--- config.mk ---
export PLATFORM = sky130hd
export DESIGN_NAME = mem_port_arbiter
export DESIGN_NICKNAME = d
export VERILOG_FILES = /design/src/rtl/mem_port_arbiter.sv
export SDC_FILE = /design/constraint.sdc
export NUM_CORES = 1
export LEC_CHECK = 0
export BUFFER_PORTS_ARGS = -buffer_cell sky130_fd_sc_hd__buf_2
export CAP_MARGIN = 40
export CORE_AREA = 2 2 105 107
export CTS_CLUSTER_SIZE = 16
export DETAILED_ROUTE_END_ITERATION = 10
export DIE_AREA = 0 0 107 109
export MAX_ROUTING_LAYER = met4
export PLACE_DENSITY_LB_ADDON = 0.1
export SLEW_MARGIN = 10
export SYNTH_ARGS = -nofsm -noshare
export SYNTH_HDL_FRONTEND = slang
export SYNTH_SLANG_ARGS = --single-unit
--- constraint.sdc ---
create_clock -name clk -period 3.5 [get_ports clk]
set_input_delay 0.175 -clock clk [delete_from_list [all_inputs] [get_ports clk]]
set_output_delay 0.175 -clock clk [all_outputs]
set_load 0.01 [all_outputs]
--- src/rtl/mem_port_arbiter.sv ---
// mem_port_arbiter: shares one single-port memory between instruction fetch (IF)
// and data access (MEM stage loads/stores).
//   - Data requests win arbitration. A fetch can wait through at most STARVE_MAX
//     consecutive data grants before it is granted.
//   - Every transaction is followed by a one-cycle IDLE bubble.
//   - Stall outputs let pipeline control freeze the PC and the pipeline registers.
//   - if_flush cancels an outstanding fetch on a redirect.
// Ports:
//   clk, rst                  clock and synchronous active-high reset
//   if_req/if_addr/if_flush   fetch request, PC and redirect cancel
//   if_valid/if_rdata         fetch completion pulse and instruction word
//   if_stall                  fetch still pending
//   dm_req/dm_we/dm_addr/
//   dm_wdata                  data request, store enable, address and store data
//   dm_valid/dm_rdata         data completion pulse and load data
//   dm_stall                  data access still pending
//   mem_req/mem_we/mem_addr/
//   mem_wdata                 registered memory request
//   mem_rdata/mem_ready       memory read data and completion strobe
module mem_port_arbiter #(
    parameter int unsigned ADDR_W     = 32,
    parameter int unsigned DATA_W     = 32,
    parameter int unsigned STARVE_MAX = 3
) (
    input  logic              clk,
    input  logic              rst,
    input  logic              if_req,
    input  logic [ADDR_W-1:0] if_addr,
    input  logic              if_flush,
    output logic              if_valid,
    output logic [DATA_W-1:0] if_rdata,
    output logic              if_stall,
    input  logic              dm_req,
    input  logic              dm_we,
    input  logic [ADDR_W-1:0] dm_addr,
    input  logic [DATA_W-1:0] dm_wdata,
    output logic              dm_valid,
    output logic [DATA_W-1:0] dm_rdata,
    output logic              dm_stall,
    output logic              mem_req,
    output logic              mem_we,
    output logic [ADDR_W-1:0] mem_addr,
    output logic [DATA_W-1:0] mem_wdata,
    input  logic [DATA_W-1:0] mem_rdata,
    input  logic              mem_ready
);

    localparam int unsigned CNT_W = (STARVE_MAX < 1) ? 1 : $clog2(STARVE_MAX + 1);
    localparam logic [CNT_W-1:0] CNT_MAX = CNT_W'(STARVE_MAX);

    typedef enum logic [1:0] {
        IDLE    = 2'd0,
        IF_BUSY = 2'd1,
        DM_BUSY = 2'd2
    } state_e;

    state_e            state_q;
    logic [CNT_W-1:0]  starve_q;
    logic [CNT_W-1:0]  starve_d;
    logic              discard_q;
    logic              mem_req_q;
    logic              mem_we_q;
    logic [ADDR_W-1:0] mem_addr_q;
    logic [DATA_W-1:0] mem_wdata_q;

    logic if_ok_c;
    logic starved_c;
    logic grant_dm_c;
    logic grant_if_c;

    // Arbitration in IDLE: data wins unless the waiting fetch has hit the limit.
    assign if_ok_c    = if_req & ~if_flush;
    assign starved_c  = (starve_q == CNT_MAX);
    assign grant_dm_c = (state_q == IDLE) & dm_req & ~(if_ok_c & starved_c);
    assign grant_if_c = (state_q == IDLE) & if_ok_c & ~grant_dm_c;

    // Starvation count: cleared by a fetch grant, bumped by a data grant that
    // passes over a pending fetch, saturating at the limit.
    always_comb begin
        starve_d = starve_q;
        if (grant_if_c) begin
            starve_d = '0;
        end else if (grant_dm_c && if_req && !starved_c) begin
            starve_d = starve_q + CNT_W'(1);
        end
    end

    // Completion pulses; a discarded or concurrently flushed fetch is swallowed.
    assign if_valid  = (state_q == IF_BUSY) & mem_ready & ~discard_q & ~if_flush;
    assign dm_valid  = (state_q == DM_BUSY) & mem_ready;
    assign if_rdata  = mem_rdata;
    assign dm_rdata  = mem_rdata;
    assign if_stall  = if_req & ~if_valid;
    assign dm_stall  = dm_req & ~dm_valid;

    assign mem_req   = mem_req_q;
    assign mem_we    = mem_we_q;
    assign mem_addr  = mem_addr_q;
    assign mem_wdata = mem_wdata_q;

    // Arbiter FSM and registered memory request.
    always_ff @(posedge clk) begin
        if (rst) begin
            state_q     <= IDLE;
            starve_q    <= '0;
            discard_q   <= 1'b0;
            mem_req_q   <= 1'b0;
            mem_we_q    <= 1'b0;
            mem_addr_q  <= '0;
            mem_wdata_q <= '0;
        end else begin
            case (state_q)
                IDLE: begin
                    starve_q <= starve_d;
                    if (grant_dm_c) begin
                        state_q     <= DM_BUSY;
                        mem_req_q   <= 1'b1;
                        mem_we_q    <= dm_we;
                        mem_addr_q  <= dm_addr;
                        mem_wdata_q <= dm_wdata;
                    end else if (grant_if_c) begin
                        state_q     <= IF_BUSY;
                        mem_req_q   <= 1'b1;
                        mem_we_q    <= 1'b0;
                        mem_addr_q  <= if_addr;
                        mem_wdata_q <= '0;
                    end
                end
                IF_BUSY: begin
                    if (mem_ready) begin
                        state_q   <= IDLE;
                        mem_req_q <= 1'b0;
                        mem_we_q  <= 1'b0;
                        discard_q <= 1'b0;
                    end else if (if_flush) begin
                        discard_q <= 1'b1;
                    end
                end
                DM_BUSY: begin
                    if (mem_ready) begin
                        state_q   <= IDLE;
                        mem_req_q <= 1'b0;
                        mem_we_q  <= 1'b0;
                    end
                end
                default: begin
                    state_q   <= IDLE;
                    mem_req_q <= 1'b0;
                    mem_we_q  <= 1'b0;
                end
            endcase
        end
    end

endmodule
Word-level counts from Yosys, hierarchy flattened --
Index checks and enable logic that the tools add are counted.
Operators by class: add/subtract/negate cells 1, multiplexer cells 19, bitwise logic cells 18, reductions and logical operators 12, equal/unequal tests 5
Operators with widths (count):
- 32-bit 2-to-1 mux | 4
- 1-bit AND | 12
- 2-bit 2-to-1 mux | 5
- 2-bit AND reduction | 4
- 1-bit 2-to-1 mux | 7
- 1-bit NOT | 6
- 2-bit nonzero test | 3
- 2-bit equality test, second input constant | 2
- 1-bit one-hot mux with 2 select lines | 2
- 2-bit one-hot mux with 2 select lines | 1
- 3-bit inequality test, second input constant | 1
- 2-bit by 1-bit adder with 2-bit output, second input constant | 1
- 2-bit by 1-bit equality test with 1-bit output, second input constant | 1
- 1-bit logical AND | 2
- 2-bit logical NOT | 1
- 2-bit by 1-bit inequality test with 1-bit output, second input constant | 1
- 2-bit OR reduction | 1
- 1-bit logical NOT | 1
Storage, ports and cells: output and inout port bits 134, bits in registers 71, logic and storage cells 62, bits of input ports 135

Logic depth before layout (Yosys ltp) --
depth in word-level cells 10, gate-level depth with buffers 7, depth with buffers taken out 6

Least setup slack after synthesis --
Ideal clock, no wire load.
kind flip-flop to flip-flop, from register state_q[0], to register mem_wdata_q[10] (netlist: mem_wdata[10]), stages on the path, launching flop included 8, library setup time 0.128 ns, required time 3.372 ns, clock period less this slack 1.465 ns, buffers on the path 2, data arrival time 1.337 ns, path slack 2.035 ns, path through dfxtp_1 > inv_1 > ha_1 > and3_1 > buf_6 > buf_2 > a22oi_1 > nor2_1
On the way: longest elaborated chain between the ends 7
RTL lines:
- from (decl) | line 57 | state_e state_q;
- from (signal assigned) | line 104 | state_q <= IDLE;
- from (signal assigned) | line 116 | state_q <= DM_BUSY;
- from (signal assigned) | line 122 | state_q <= IF_BUSY;
- 2-bit logical NOT * | line 74, 75, 112
- 1-bit AND (2 in series) | line 74 | assign grant_dm_c = (state_q == IDLE) & dm_req & ~(if_ok_c & starved_c);
- 1-bit NOT | line 75 | assign grant_if_c = (state_q == IDLE) & if_ok_c & ~grant_dm_c;
- 1-bit AND | line 75
- 2-bit nonzero test (no line)
- 2-bit AND reduction (no line)
- to (signal assigned) | line 120 | mem_wdata_q <= dm_wdata;
- to (decl) | line 64 | logic [DATA_W-1:0] mem_wdata_q;
Mark *: on every way between the ends. The rest lies on a longest branch, timed or not. A chain may end at the register's enable or synchronous reset.

Worst setup path in the final report --
from register state_q[0], to register mem_addr_q[28] (netlist: mem_addr[28])
On the way: longest elaborated chain between the ends 7
RTL lines:
- 2-bit logical NOT * | line 74, 75, 112
- 1-bit AND (2 in series) | line 74
- 1-bit NOT | line 75
- 1-bit AND | line 75
- 2-bit nonzero test (no line)
- 2-bit AND reduction (no line)
- to (signal assigned) | line 119 | mem_addr_q <= dm_addr;
- to (signal assigned) | line 125 | mem_addr_q <= if_addr;
- to (decl) | line 63 | logic [ADDR_W-1:0] mem_addr_q;
Marks and branches as above.

==> reports/qor.log <==
qor: critical_path.path_class reg -> reg
qor: critical_path.slowest_delay 0.64 ns
qor: logic_synthesis.synth-edff-count 0
qor: critical_path.critical_path.endpoint_type flop
qor: critical_path.reg2reg_to mem_addr[28]
qor: critical_path.crit_start state_q[0]
qor: logic_synthesis.combinational_family_with_the_most_area_after_synthesis compound AO/OA/AOI/OAI gates
qor: route.postRouteWirelength 8990 um
qor: clock_tree.clock_insertion_delay_worst_skew 0.35 ns
qor: layout.area_growth 17.8%
qor: layout.antenna_cells 0
qor: logic_synthesis.netlist_area 0.00356 mm2
qor: logic_synthesis.main_synth_ff_type dfxtp_1
qor: critical_path.r2r.worst_path.cells 6
qor: clock_tree.clock_tree.buffer_depth 2
qor: outcome.run_status complete, no violations
qor: critical_path.rrSetupSlack 1.23 ns
qor: layout.num-nets-final 614
qor: route.met2RoutedLength 3910 um
qor: sta.skew 0.00761 ns
qor: floorplan.core_area 0.0106 mm2
qor: global_route.grt_max_degree 34
qor: floorplan.die-width 107 um
qor: global_route.vias_in_the_first_global_route 2915
qor: power.p_leak 1.99 nW
qor: sta.worst_pin_slew 0.826 ns
qor: route.route.antenna.remaining_nets 0
qor: global_route.grt_first_pass_wirelength 13900 um
qor: clock_tree.htreeDepth 3
qor: clock_tree.clk_pin_slew_worst_paths 0.08 ns
qor: route.met3WireLength 646 um
qor: clock_tree.post_cts_buffers 0
qor: layout.post_route_cells_drive_above_1_share 51.2%
qor: clock_tree.clockRootBuffer clkbuf_8
qor: global_route.overflow 0
qor: logic_synthesis.yosys.area_share.xor_xnor 0.246%
qor: critical_path.worstPathRequired 3.77 ns
qor: sta.grt_setup_unrepaired no
qor: critical_path.timing.critical_path.to mem_addr[28]
qor: route.drt_first_iter_violations 118
qor: sta.slew_headroom 45.0%
qor: floorplan.pin_count 269
qor: layout.instances_no_fill 620
qor: sta.setup-tns-final 0 ns
qor: logic_synthesis.yosysSeqAreaShare 40.0%
qor: logic_synthesis.postSynth.asyncResetShare 0%
qor: clock_tree.numClockSinks 71
qor: logic_synthesis.synth_cell_types 37
qor: logic_synthesis.synth_area_leaders dfxtp_1, buf_4, a211oi_2, nor2_1, a21oi_2
qor: critical_path.cp.arrival 2.54 ns
qor: critical_path.timing.rr.start state_q[0]
qor: logic_synthesis.synth_top_area_cell dfxtp_1
qor: route.avgViaCountPerCell 4.73
qor: critical_path.crit_path_cell_trace inv_1 > ha_1 > and3_2 > buf_4 > a21oi_1 > a211oi_2
qor: route.drc 0
qor: layout.final-seq-area 0.00142 mm2
qor: sta.timing.final.crit_share 64.9%
qor: logic_synthesis.postSynthRegisterBits 71
qor: logic_synthesis.synth-compound-area-share 26.2%
qor: clock_tree.hold_buffer_count_at_cts 0
qor: clock_tree.tritoncts_clock_tree yes
qor: floorplan.die-area 0.0117 mm2
qor: route.via_count 2931
qor: job.max_cap_violations 0
qor: critical_path.start_kind flop
qor: layout.fillers 1122
qor: logic_synthesis.mappedNetlistNets 514
qor: floorplan.die_height 109 um
qor: sta.report.final.hold_viol_count 0
qor: logic_synthesis.synth_top_area_share 40.0%
qor: global_route.grt_usage 15.7%
qor: layout.multi_input_area 0.00147 mm2
qor: clock_tree.post_cts.resized_instances 0
qor: logic_synthesis.synth.yosys.warnings 0
qor: route.wl_per_cell 14.5 um
qor: placed_design.hpwlAfterDp 6350 um
qor: route.route.layer.met1.wl 4240 um
qor: placed_design.post-place-cells 604
qor: sta.slew_violations 0
qor: floorplan.rows 38
qor: hold_path.holdPathStages 2
qor: placed_design.place_congestion 0.693
qor: logic_synthesis.post_synth_and_or_nand_nor_area_fraction 12.7%
qor: logic_synthesis.synthAdderAreaFrac 1.41%
qor: logic_synthesis.post_synth.cell_area_avg 9.48 um2
qor: global_route.grt_antenna_before_repair 0
qor: floorplan.initial_standard_cell_utilization_of_the_core 33.5%
qor: sta.report.final.setup_viol 0
qor: placed_design.port-buffer-count 172
qor: route.first_drt_pass_iteration_count 4
qor: clock_tree.tritoncts.num_buffers 9
qor: hold_path.timing.hold.worst.class in -> reg
qor: route.max_used_layer met4
qor: critical_path.crit_fanout 23
qor: logic_synthesis.netlist_instances 375
qor: sta.tmin_final 2.27 ns
qor: power.vdd_ir_drop_max 0.163 mV
qor: critical_path.cp_slowest_cell and3_2
qor: sta.maxClockFrequency 440 MHz
qor: power.pwr_density_cell 505 mW/mm2
qor: logic_synthesis.synthMuxAreaShare 0.563%
metrics by stage:
stage          power, W  setup slack [ns]  util (%)  hold WS, ns  area, um2
6_report        0.00211              1.23      39.5       0.0324       4190
5_1_grt         0.00224              1.02      39.5      0.00822       4190
4_1_cts         0.00215              1.20      39.5      0.00434       4190
3_5_place_dp    0.00145              1.22      37.5        0.350       3980
3_3_place_gp    0.00145              1.28      37.5        0.350       3980
2_1_floorplan   0.00135              2.04         -        0.271       3560
final cells by class:
type / instances / share of cell area [%]
clock inverter: 5 / 1.34
multi-input combinational: 213 / 35.1
clock buffer: 11 / 3.62
sequential: 71 / 33.9
tap: 140 / 4.18
timing repair buffer: 178 / 21.6
inverter: 2 / 0.179
synthesized netlist by cell type, types with 5 or more instances:
library cell   n
a211oi_1       8
a211oi_2      25
a21oi_1       13
a21oi_2       20
a22o_1        18
a22oi_1       14
buf_2          7
buf_4         67
buf_6          5
clkbuf_1       6
dfxtp_1       71
nand2_1       34
nor2_1        49
worst max-delay path: cells and delay by family, from the launching register on:
family | cells | cell delay, ns
AO/OA/AOI/OAI | 2 | 0.37
buffers and inverters | 2 | 0.50
AND/OR/NAND/NOR | 1 | 0.64
flip-flops | 1 | 0.32
adder cells (fa/ha/maj) | 1 | 0.35
layout by cell type (no fill, tap or decap), drive strengths merged, types with 2 or more instances in the layout:
| cell type | synthesis | final |
|---|---|---|
| mux2i | 2 | 2 |
| nand2b | 2 | 2 |
| a211oi | 33 | 33 |
| nand2 | 34 | 34 |
| a22oi | 14 | 14 |
| buf | 83 | 178 |
| clkbuf | 6 | 11 |
| and3 | 2 | 2 |
| a22o | 18 | 18 |
| nor2b | 3 | 3 |
| nor3 | 3 | 3 |
| o21a | 2 | 2 |
| inv | 2 | 2 |
| nor2 | 51 | 51 |
| o21ai | 2 | 2 |
| a21oi | 33 | 33 |
| ha | 4 | 4 |
| clkinv | 0 | 3 |
| dfxtp | 71 | 71 |
kinds of logic (layout without fill, tap and decap cells):
kind of cell               count (synthesis)  after routing
AOI/OAI and AO/OA                        105            105
muxes                                      2              2
xor gates and xnor gates                   1              1
DFF                                       71             71
adders and majority gates                  4              4
and+or+nand+nor                          101            101
buffers and inverters                     91            196
per-layer routing:
metal | vias up | track usage [%]
li1 | 1428 | -
met1 | 1341 | 19.2
met2 | 145 | 24.2
met3 | 17 | 4.12
met4 | 0 | 7.70
met5 | - | -
report_power, final:
part | switching [W] | internal (W) | leakage, nW
logic | 0.000287 | 0.000212 | 1.30
registers | 0.0000380 | 0.000886 | 0.586
clock network | 0.000324 | 0.000367 | 0.105
total | 0.000650 | 0.00146 | 1.99
state kept, by name (all words and copies together) (netlist names):
signal	cells
mem_addr	32
mem_wdata	32
starve_q	2
state_q	2
discard_q	1
mem_req	1
mem_we	1
how the worst min path moves through the flow:
stage	endpoint	slack (ns)	start
2_1_floorplan	discard_q	0.27	mem_ready
3_3_place_gp	dm_rdata[4]	0.35	mem_rdata[4]
3_5_place_dp	dm_rdata[4]	0.35	mem_rdata[4]
4_1_cts	mem_wdata[21]	0.004	dm_wdata[21]
5_1_grt	mem_wdata[21]	0.008	dm_wdata[21]
6_report	mem_wdata[21]	0.03	dm_wdata[21]
No activity file was read; power rests on OpenSTA's default activity.
